--- src/rtl/cic_pkg.sv ---
// Shared constants, types and ratio/shift helpers for the CIC decimator.
package cic_pkg;

    localparam int STAGES  = 3;
    localparam int IN_W    = 8;
    localparam int OUT_W   = 8;
    localparam int RATIO_W = 16;
    localparam int ACC_W   = IN_W + STAGES * RATIO_W;
    localparam int LOG_W   = $clog2(RATIO_W + 1);
    localparam int SHIFT_W = $clog2(STAGES * RATIO_W + 1);

    typedef logic signed [ACC_W-1:0] acc_t;
    typedef logic [RATIO_W-1:0]      ratio_t;
    typedef logic [LOG_W-1:0]        log_t;
    typedef logic [SHIFT_W-1:0]      shift_t;

    // A ratio of 0 is treated as 1 so the counter compare never underflows.
    function automatic ratio_t ratio_eff(input ratio_t r);
        return (r == '0) ? ratio_t'(1) : r;
    endfunction

    // ceil(log2(r_eff)) via leading-one detect of r_eff-1; r_eff==1 gives 0.
    function automatic log_t clog2_runtime(input ratio_t r_eff);
        ratio_t m;
        log_t   msb;
        m   = r_eff - ratio_t'(1);
        msb = '0;
        for (int i = 0; i < RATIO_W; i++) begin
            if (m[i]) msb = log_t'(i + 1);
        end
        return msb;
    endfunction

    function automatic shift_t shift_for(input ratio_t r_eff);
        return shift_t'(STAGES * int'(clog2_runtime(r_eff)));
    endfunction

endpackage

--- src/rtl/cic_shift_sat.sv ---
// Variable arithmetic right shift of the comb result with saturation to OUT_W.
// Optional round-half-up before the shift when CIC_ROUND_EN is defined.
module cic_shift_sat
    import cic_pkg::*;
(
    input  acc_t                    din,
    input  shift_t                  shift,
    output logic signed [OUT_W-1:0] dout
);

    localparam acc_t OUT_MAX = acc_t'((1 <<< (OUT_W - 1)) - 1);
    localparam acc_t OUT_MIN = acc_t'(-(1 <<< (OUT_W - 1)));

    acc_t biased;
    acc_t shifted;

    // NOTE: every variable gets a value before any branch so no latch is inferred.
    always_comb begin
        biased = din;
`ifdef CIC_ROUND_EN
        if (shift != '0) biased = din + (acc_t'(1) <<< (shift - shift_t'(1)));
`endif
        shifted = biased >>> shift;
        if (shifted > OUT_MAX)      dout = OUT_MAX[OUT_W-1:0];
        else if (shifted < OUT_MIN) dout = OUT_MIN[OUT_W-1:0];
        else                        dout = shifted[OUT_W-1:0];
    end

endmodule

--- src/rtl/cic_decimator.sv ---
// Runtime-programmable N-stage CIC decimator (M=1) with power-of-two gain normalisation.
// Define CIC_ROUND_EN to round half-up instead of truncating in the output scaler.
module cic_decimator
    import cic_pkg::*;
(
    input  logic                    clk,
    input  logic                    rst,
    input  logic [RATIO_W-1:0]      decimation_ratio,
    input  logic signed [IN_W-1:0]  d_in,
    output logic signed [OUT_W-1:0] d_out,
    output logic                    d_clk
);

    ratio_t                  cnt;
    ratio_t                  ratio_q;
    ratio_t                  next_ratio;
    shift_t                  shift_q;
    logic                    armed;
    logic                    dec;
    acc_t                    comb_out;
    logic signed [OUT_W-1:0] scaled;

    assign next_ratio = ratio_eff(decimation_ratio);
    assign dec        = armed && (cnt == ratio_q - ratio_t'(1));

    // Integrators run every cycle and wrap modulo 2^ACC_W by design.
    for (genvar k = 0; k < STAGES; k++) begin : g_integ
        acc_t acc;
        acc_t addend;
        if (k == 0) begin : g_first
            assign addend = acc_t'(d_in);
        end else begin : g_chain
            assign addend = g_integ[k-1].acc;
        end
        always_ff @(posedge clk) begin
            if (!rst) acc <= '0;
            else      acc <= acc + addend;
        end
    end

    // Comb differences are combinational; only the delays are clocked, on decimation cycles.
    for (genvar k = 0; k < STAGES; k++) begin : g_comb
        acc_t c_in;
        acc_t c_out;
        acc_t dly;
        if (k == 0) begin : g_first
            assign c_in = g_integ[STAGES-1].acc;
        end else begin : g_chain
            assign c_in = g_comb[k-1].c_out;
        end
        assign c_out = c_in - dly;
        always_ff @(posedge clk) begin
            if (!rst)     dly <= '0;
            else if (dec) dly <= c_in;
        end
    end

    assign comb_out = g_comb[STAGES-1].c_out;

    cic_shift_sat u_shift_sat (
        .din   (comb_out),
        .shift (shift_q),
        .dout  (scaled)
    );

    // The first edge out of reset latches the ratio, so frame 0 is a full R_eff cycles long.
    // NOTE: state registers use non-blocking assignments so all updates see pre-edge values.
    always_ff @(posedge clk) begin
        if (!rst) begin
            cnt     <= '0;
            ratio_q <= ratio_t'(1);
            shift_q <= '0;
            armed   <= 1'b0;
            d_out   <= '0;
            d_clk   <= 1'b0;
        end else begin
            d_clk <= dec;
            if (dec) d_out <= scaled;
            if (!armed || dec) begin
                armed   <= 1'b1;
                cnt     <= '0;
                ratio_q <= next_ratio;
                shift_q <= shift_for(next_ratio);
            end else begin
                cnt <= cnt + ratio_t'(1);
            end
        end
    end

endmodule

--- config.mk ---
export PLATFORM = sky130hd
export DESIGN_NAME = cic_decimator
export DESIGN_NICKNAME = d
export VERILOG_FILES = /design/src/rtl/cic_pkg.sv /design/src/rtl/cic_shift_sat.sv /design/src/rtl/cic_decimator.sv
export SDC_FILE = /design/constraint.sdc
export NUM_CORES = 2
export LEC_CHECK = 0
export ABC_AREA = 1
export CORE_ASPECT_RATIO = 1.75
export CORE_UTILIZATION = 40
export DETAILED_ROUTE_END_ITERATION = 16
export SLEW_MARGIN = 5
export SYNTH_ARGS = -nofsm -noshare
export SYNTH_HDL_FRONTEND = slang
export SYNTH_SLANG_ARGS = --single-unit
--- constraint.sdc ---
create_clock -name clk -period 8.57 [get_ports clk]
set_clock_uncertainty 0.1 [all_clocks]
set_input_delay 1.714 -clock clk [delete_from_list [all_inputs] [get_ports clk]]
set_output_delay 1.714 -clock clk [all_outputs]
set_load 0.03 [all_outputs]
### After elaboration in Yosys (flattened, before gate mapping)

Cells that the tools add are included.

* flip-flop bits (word level): 384
* word-level logic and storage cells: 53
* input port bits: 26

* shifts and indexed selects: 1
* magnitude comparators: 2
* multiplexer cells: 21
* eq/ne operators: 1
* multipliers: 1
* bitwise operators: 1
* reductions and logical operators: 5
* $add $sub $neg: 9

Operators with widths (number)
* $sub A56 B56 Y56: 3
* $add A56 B56 Y56: 2
* $mux W5: 17
* $add A56 B8 Y56: 1
* $gt A56 B8 Y1 const B: 1
* $lt A56 B8 Y1 const B: 1
* $sshr A56 B6 Y56: 1
* $sub A16 B1 Y16 const B: 2
* $add A16 B1 Y16 const B: 1
* $eq A16 B16 Y1: 1
* $logic_not A16 Y1: 1
* $mux W16: 1
* $mux W8: 2
* $mul A2 B5 Y6 const A: 1
* $reduce_or A2 Y1: 1
* $logic_and A1 B1 Y1: 1
* $logic_not A1 Y1: 1
* $logic_or A1 B1 Y1: 1
* $mux W1: 1
* $not A1 Y1: 1

### Longest topological paths before layout

* word-level depth: 22
* mapped depth: 63

### Cells and area by module

A second synthesis with hierarchy kept.

* cells, all modules: 6450
* area total of the unflattened synthesis: 38553.2 um^2

Modules (own cells, without submodules)
* cic_decimator: area each 34594.4 um^2, times used 1, cells an instance 5563
* cic_shift_sat: area each 3958.8 um^2, times used 1, cells an instance 887

### Worst setup path before layout

OpenSTA, ideal clock, no wires.

* kind: register to register
* from: register g_integ[2].acc[0] (netlist: g_comb[0].c_in[0])
* to: register d_out[0]
* data required time: 8.361 ns
* slack: 0.865 ns
* path buffers: 1
* data arrival time: 7.497 ns
* cell stages (with the launch flop): 60
* path through: dfxtp_1 -> inv_1 -> ha_1 -> inv_1 -> fa_1 -> nand3_1 -> nand2_1 -> a21oi_1 -> o21ai_0 -> a31oi_1 -> o21ai_0 -> a21oi_1 -> o21ai_0 -> xor2_1 -> ha_1 -> nand2_1 -> nor2_1 -> nand3_1 -> [... 24 more ...] -> nand2_8 -> inv_8 -> nand2_4 -> buf_6 -> a31oi_4 -> nand2_2 -> nand2_1 -> inv_2 -> nor2_2 -> nand2_1 -> nor2_1 -> nand2_1 -> nor2_1 -> nand2_1 -> nand3_2 -> nand3_1 -> nand2_1 -> inv_1

* word-level cells in the longest chain between the ends: 7
* elaborated cells between the ends (all ways): 8
* those cells by class: 3 x add/sub; 2 x order compare; 1 x shift; 2 x mux

RTL lines
* start, declared: RTL line cic_decimator.sv:28 `acc_t acc;`
* start signal, assigned: RTL line cic_decimator.sv:37 `else acc <= acc + addend;`
* $sub A56 B56 Y56 (*): RTL line cic_decimator.sv:51 `assign c_out = c_in - dly;`
* net g_comb[0].c_out[18]: RTL line cic_decimator.sv:44 `acc_t c_out;`
* $sub A56 B56 Y56 (*): RTL line cic_decimator.sv:51
* net g_comb[1].c_out[48]: RTL line cic_decimator.sv:44
* $sub A56 B56 Y56 (*): RTL line cic_decimator.sv:51
* $sshr A56 B6 Y56 (*): RTL line cic_shift_sat.sv:23 `shifted = biased >>> shift;`
* $lt A56 B8 Y1: RTL line cic_shift_sat.sv:25 `else if (shifted < OUT_MIN) dout = OUT_MIN[OUT_W-1:0];`
* $mux W8: RTL line cic_shift_sat.sv:25
* $mux W8 (*): RTL line cic_shift_sat.sv:24 `if (shifted > OUT_MAX) dout = OUT_MAX[OUT_W-1:0];`
* end signal, assigned: RTL line cic_decimator.sv:78 `if (dec) d_out <= scaled;`
* end, declared: RTL line cic_decimator.sv:10 `output logic signed [OUT_W-1:0] d_out,`

The timed path passes the listed nets; every way through them passes the cells marked *.
A chain may end at the register's enable or synchronous reset.

### Final worst setup path

* from: register g_comb[0].dly[7]
* to: register d_out[5]

* word-level cells in the longest chain between the ends: 7
* elaborated cells between the ends (all ways): 8
* those cells by class: 3 x add/sub; 2 x order compare; 1 x shift; 2 x mux

RTL lines
* start, declared: RTL line cic_decimator.sv:45 `acc_t dly;`
* start signal, assigned: RTL line cic_decimator.sv:54 `else if (dec) dly <= c_in;`
* $sub A56 B56 Y56 (*): RTL line cic_decimator.sv:51
* net g_comb[0].c_out[32]: RTL line cic_decimator.sv:44
* $sub A56 B56 Y56 (*): RTL line cic_decimator.sv:51
* net g_comb[1].c_out[51]: RTL line cic_decimator.sv:44
* $sub A56 B56 Y56 (*): RTL line cic_decimator.sv:51
* $sshr A56 B6 Y56 (*): RTL line cic_shift_sat.sv:23
* $lt A56 B8 Y1: RTL line cic_shift_sat.sv:25
* $mux W8: RTL line cic_shift_sat.sv:25
* $mux W8 (*): RTL line cic_shift_sat.sv:24

Marks and branches as above.

==> key figures <==
GRT
  – Vias in the first global route: 37730
  – First-pass GRT wire length: 190000 microns
  – Largest net degree at the start of global routing: between 100 and 150
  – Remaining Overflow, GRT: 0
  – Combined global-route utilization of all metal layers: ~27%
  – Number of antenna violations at the first check in global routing: 4

Die
  – Core region area: between 0.08 and 0.09 sq mm
  – Vertical extent of the die: just under 400 microns
  – Num ports: 35
  – Number of cell rows: approximately 140
  – Effective utilization at floorplan: 40.5%
  – Die width: about 220 microns
  – Die area: approximately 0.09 sq mm

Clock network
  – CTS sink cnt: 384
  – Number of buffers inserted during clock tree synthesis: 43
  – Maximum buffer depth of the clock tree: 3
  – Deepest level of the CTS H-tree: 2
  – Clock latency on the worst-skew pair: approximately 0.62 ns
  – Hold buffer count at CTS: 0
  – CTS tree: built
  – Cell at the root of the clock tree: clkbuf_16
  – Clock transition time at the flip-flop clock pins of the worst setup and hold paths: 0.06 ns

Timing
  – Final count of negative-setup-slack endpoints: 0
  – Minimum period implied by the final worst setup slack: between 8 and 9 ns
  – Pins over their slew limit: 0
  – Least-Margin Pin Slew: around 1.2 ns
  – RSZ-0062 raised after global routing: true
  – Worst max-slew margin expressed relative to the limit: between 20 and 25%
  – Final hold violation count: 0
  – Final cycle utilization of the critical path: ~97%
  – Final setup TNS: 0 ns
  – Highest Clock Rate: 121 MHz

Yosys
  – Simple-gate area share of the yosys netlist: a little over a quarter
  – Number of warning messages in the yosys log: 0
  – Netlist area before placement: approximately 0.035 sq mm
  – Area share of fa/ha/maj cells after synthesis: about an eighth
  – EDFF count, synth: 0
  – Most used flip-flop cell after synthesis: dfxtp_1
  – Part of the Yosys area used for sequential elements: 22.2%
  – Number of different library cells in the post-synthesis netlist: between 60 and 70
  – Share of flip-flops with an asynchronous set or reset: 0%
  – Synthesized area divided by synthesized cell count: 6.31 sq um
  – Total nets after synthesis: slightly below 6000
  – Count of mapped cells out of synthesis: 5497
  – XOR/XNOR share of the synthesized area: around 4.2%
  – Multiplexer area fraction after synthesis: less than 1%
  – Compound-Gate Fraction of Synth Area: between 20 and 30%
  – Main combinational cell family by area after synthesis: simple AND/OR/NAND/NOR gates
  – Seq cells post-synth: between 300 and 400

Placement
  – Post-Place Cells: a little over 7000
  – DPL Wire Length: between 90000 and 100000 microns
  – Area of placed instances: between 0.03 and 0.04 sq mm
  – IO Port Bufs: 34
  – Gpl congestion: about 1.1

Setup path
  – Critical path's slowest cell: dfxtp_2
  – Worst flop-to-flop path startpoint: g_comb[0].dly[7]
  – Cell mode on critical path: nand3_4
  – Critical path data required time: between 8 and 9 ns
  – Internal reg-to-reg setup slack: roughly 0.27 ns
  – Worst setup SP type: flop
  – Reg-to-reg critical path endpoint: d_out[5]
  – Critical Path Max Stage Delay: ~0.32 ns
  – Cell depth of the worst flop-to-flop path: 56
  – Signal arrival time at the worst endpoint: ~8.7 ns
  – CP max FO: 7
  – Endpoint kind of the worst setup timing path: flop
  – WS Path Type: flop to flop

Cells and area
  – Layout Area Growth over Synthesis: 27.1%
  – Net count, final: around 6400
  – Final cell count without fillers: roughly 7200
  – Layout cells sized above 1: 18.4%
  – Final Cell Area: around 0.044 sq mm

Routing
  – Number of routed nets with antenna violations: 0
  – Total number of vias: ~38000
  – Detailed-router iteration count before antenna repair: 5
  – Final wirelength: 122000 microns
  – Routed wire length per instance: around 17 microns
  – DR iter-0 viols: 1789
  – Via/cell ratio: 5.29
  – Post-detailed-route DRC marker count: 0

Worst hold path
  – Class of the worst hold path: flop to flop
  – Hold Startpoint: g_comb[0].dly[54]
  – Cell count of the worst hold path: 2
  – Worst hold endpoint: g_comb[0].dly[54]

Run status
  – Run status: complete, no violations

Flow run
  – Max-capacitance violation count: 0
-- critical path, delay by kind of cell, from the launching register on --
family,cells,cell delay (ns)
compound gates,12,1.83
xor+xnor,1,0.23
fa+ha+maj,3,0.78
buf+inv,11,1.01
flops,1,0.32
simple gates,29,3.85
-- stage by stage --
stage               util (%)  hold WS (ns)  setup WS (ns)
floorplan                  -         0.333          0.865
global placement        46.4         0.342          -1.14
detailed placement      46.4         0.351          -1.23
CTS                     48.9         0.360        0.00126
global route            51.5         0.377         -0.188
finish                  51.5         0.357          0.275
-- how the worst max path moves through the flow --
stage,from,to,cells after the start
final,g_comb[0].dly[7],d_out[5],56
after global routing,g_comb[0].dly[11],d_out[2],57
after CTS,g_comb[0].c_in[0],d_out[0],60
after detailed placement,g_comb[0].c_in[0],d_out[0],57
after global placement,g_comb[0].c_in[0],d_out[0],60
after floorplan,g_comb[0].c_in[0],d_out[0],59
-- cells by family after synthesis --
kind of cell / after synthesis
adders and majority gates: 344
xor gates and xnor gates: 168
muxes: 4
AOI/OAI and AO/OA: 1570
DFF: 384
and+or+nand+nor: 2152
buffers and inverters: 875
-- state kept, by name, indices dropped and copies added (netlist names) --
register,flops
g_comb.c_in,56
d_out,8
ratio_q,16
d_clk,1
cnt,16
shift_q,6
g_integ.acc,112
armed,1
g_comb.dly,168
-- repair_timing --
item                       CTS  global route
setup endpoints to repair    7             7
setup buffers               20            40
pin swaps                   37           179
resized for setup          115           436
-- placed cells by master (no fill, tap or decap), types with 16 or more instances in the layout --
cell             count
o21ai_2             22
nor3_1              39
nor4_1              17
a21oi_2             48
o211ai_1            29
buf_6               20
inv_1              682
or2_2               19
ha_1               315
xnor2_1             47
nor2_1             443
nor2_2              36
nand3_4             30
a31oi_1             89
inv_2               35
clkbuf_16           44
dfxtp_1            374
clkdlybuf4s50_1     32
o21bai_1            16
a21oi_1            652
o21ai_0            428
nand2_1           1019
o21ai_1             42
a21o_1              25
nand3_1            311
buf_4              542
nand3_2             85
xor2_1             104
nand4_1             28
nand2_2             55
o21a_1              84
a211oi_1            43
ha_4                22
-- cell type report --
cell class                 instances  area, sq um
antenna                            1         2.50
clock buffer                      54         1190
clock inverter                    25          367
fill                            8860        41600
inverter                         723         2730
multi-input combinational       4238        25900
sequential                       384         7700
tap                             1152         1440
timing repair buffer             600         4720
-- Yosys cell counts, types with 11 or more instances --
cell type / instances / area [sq um]
a211oi_1: 44 / 330
a21o_1: 26 / 195
a21oi_1: 706 / 3530
a31oi_1: 98 / 613
buf_1: 20 / 75.1
clkbuf_1: 118 / 443
dfxtp_1: 384 / 7690
ha_1: 337 / 4220
inv_1: 711 / 2670
nand2_1: 1082 / 4060
nand3_1: 417 / 2090
nand4_1: 28 / 175
nor2_1: 483 / 1810
nor3_1: 47 / 235
nor4_1: 23 / 144
o211ai_1: 29 / 218
o21a_1: 85 / 638
o21ai_0: 473 / 2370
o21ai_1: 23 / 115
o21bai_1: 18 / 135
o221ai_1: 11 / 96.3
or2_2: 19 / 119
xnor2_1: 53 / 464
xor2_1: 115 / 1010
-- per-layer routing --
layer	global-route usage, %	part of all wire [%]	vias up
met5	0	0.019	-
met4	23.1	9.5	4
met3	3.33	2.9	419
met2	53.8	53	671
met1	23.9	34	17221
li1	-	-	19635
Power is not shown: default switching activity piles up to over one toggle a cycle in this logic, so the estimate is an artifact.
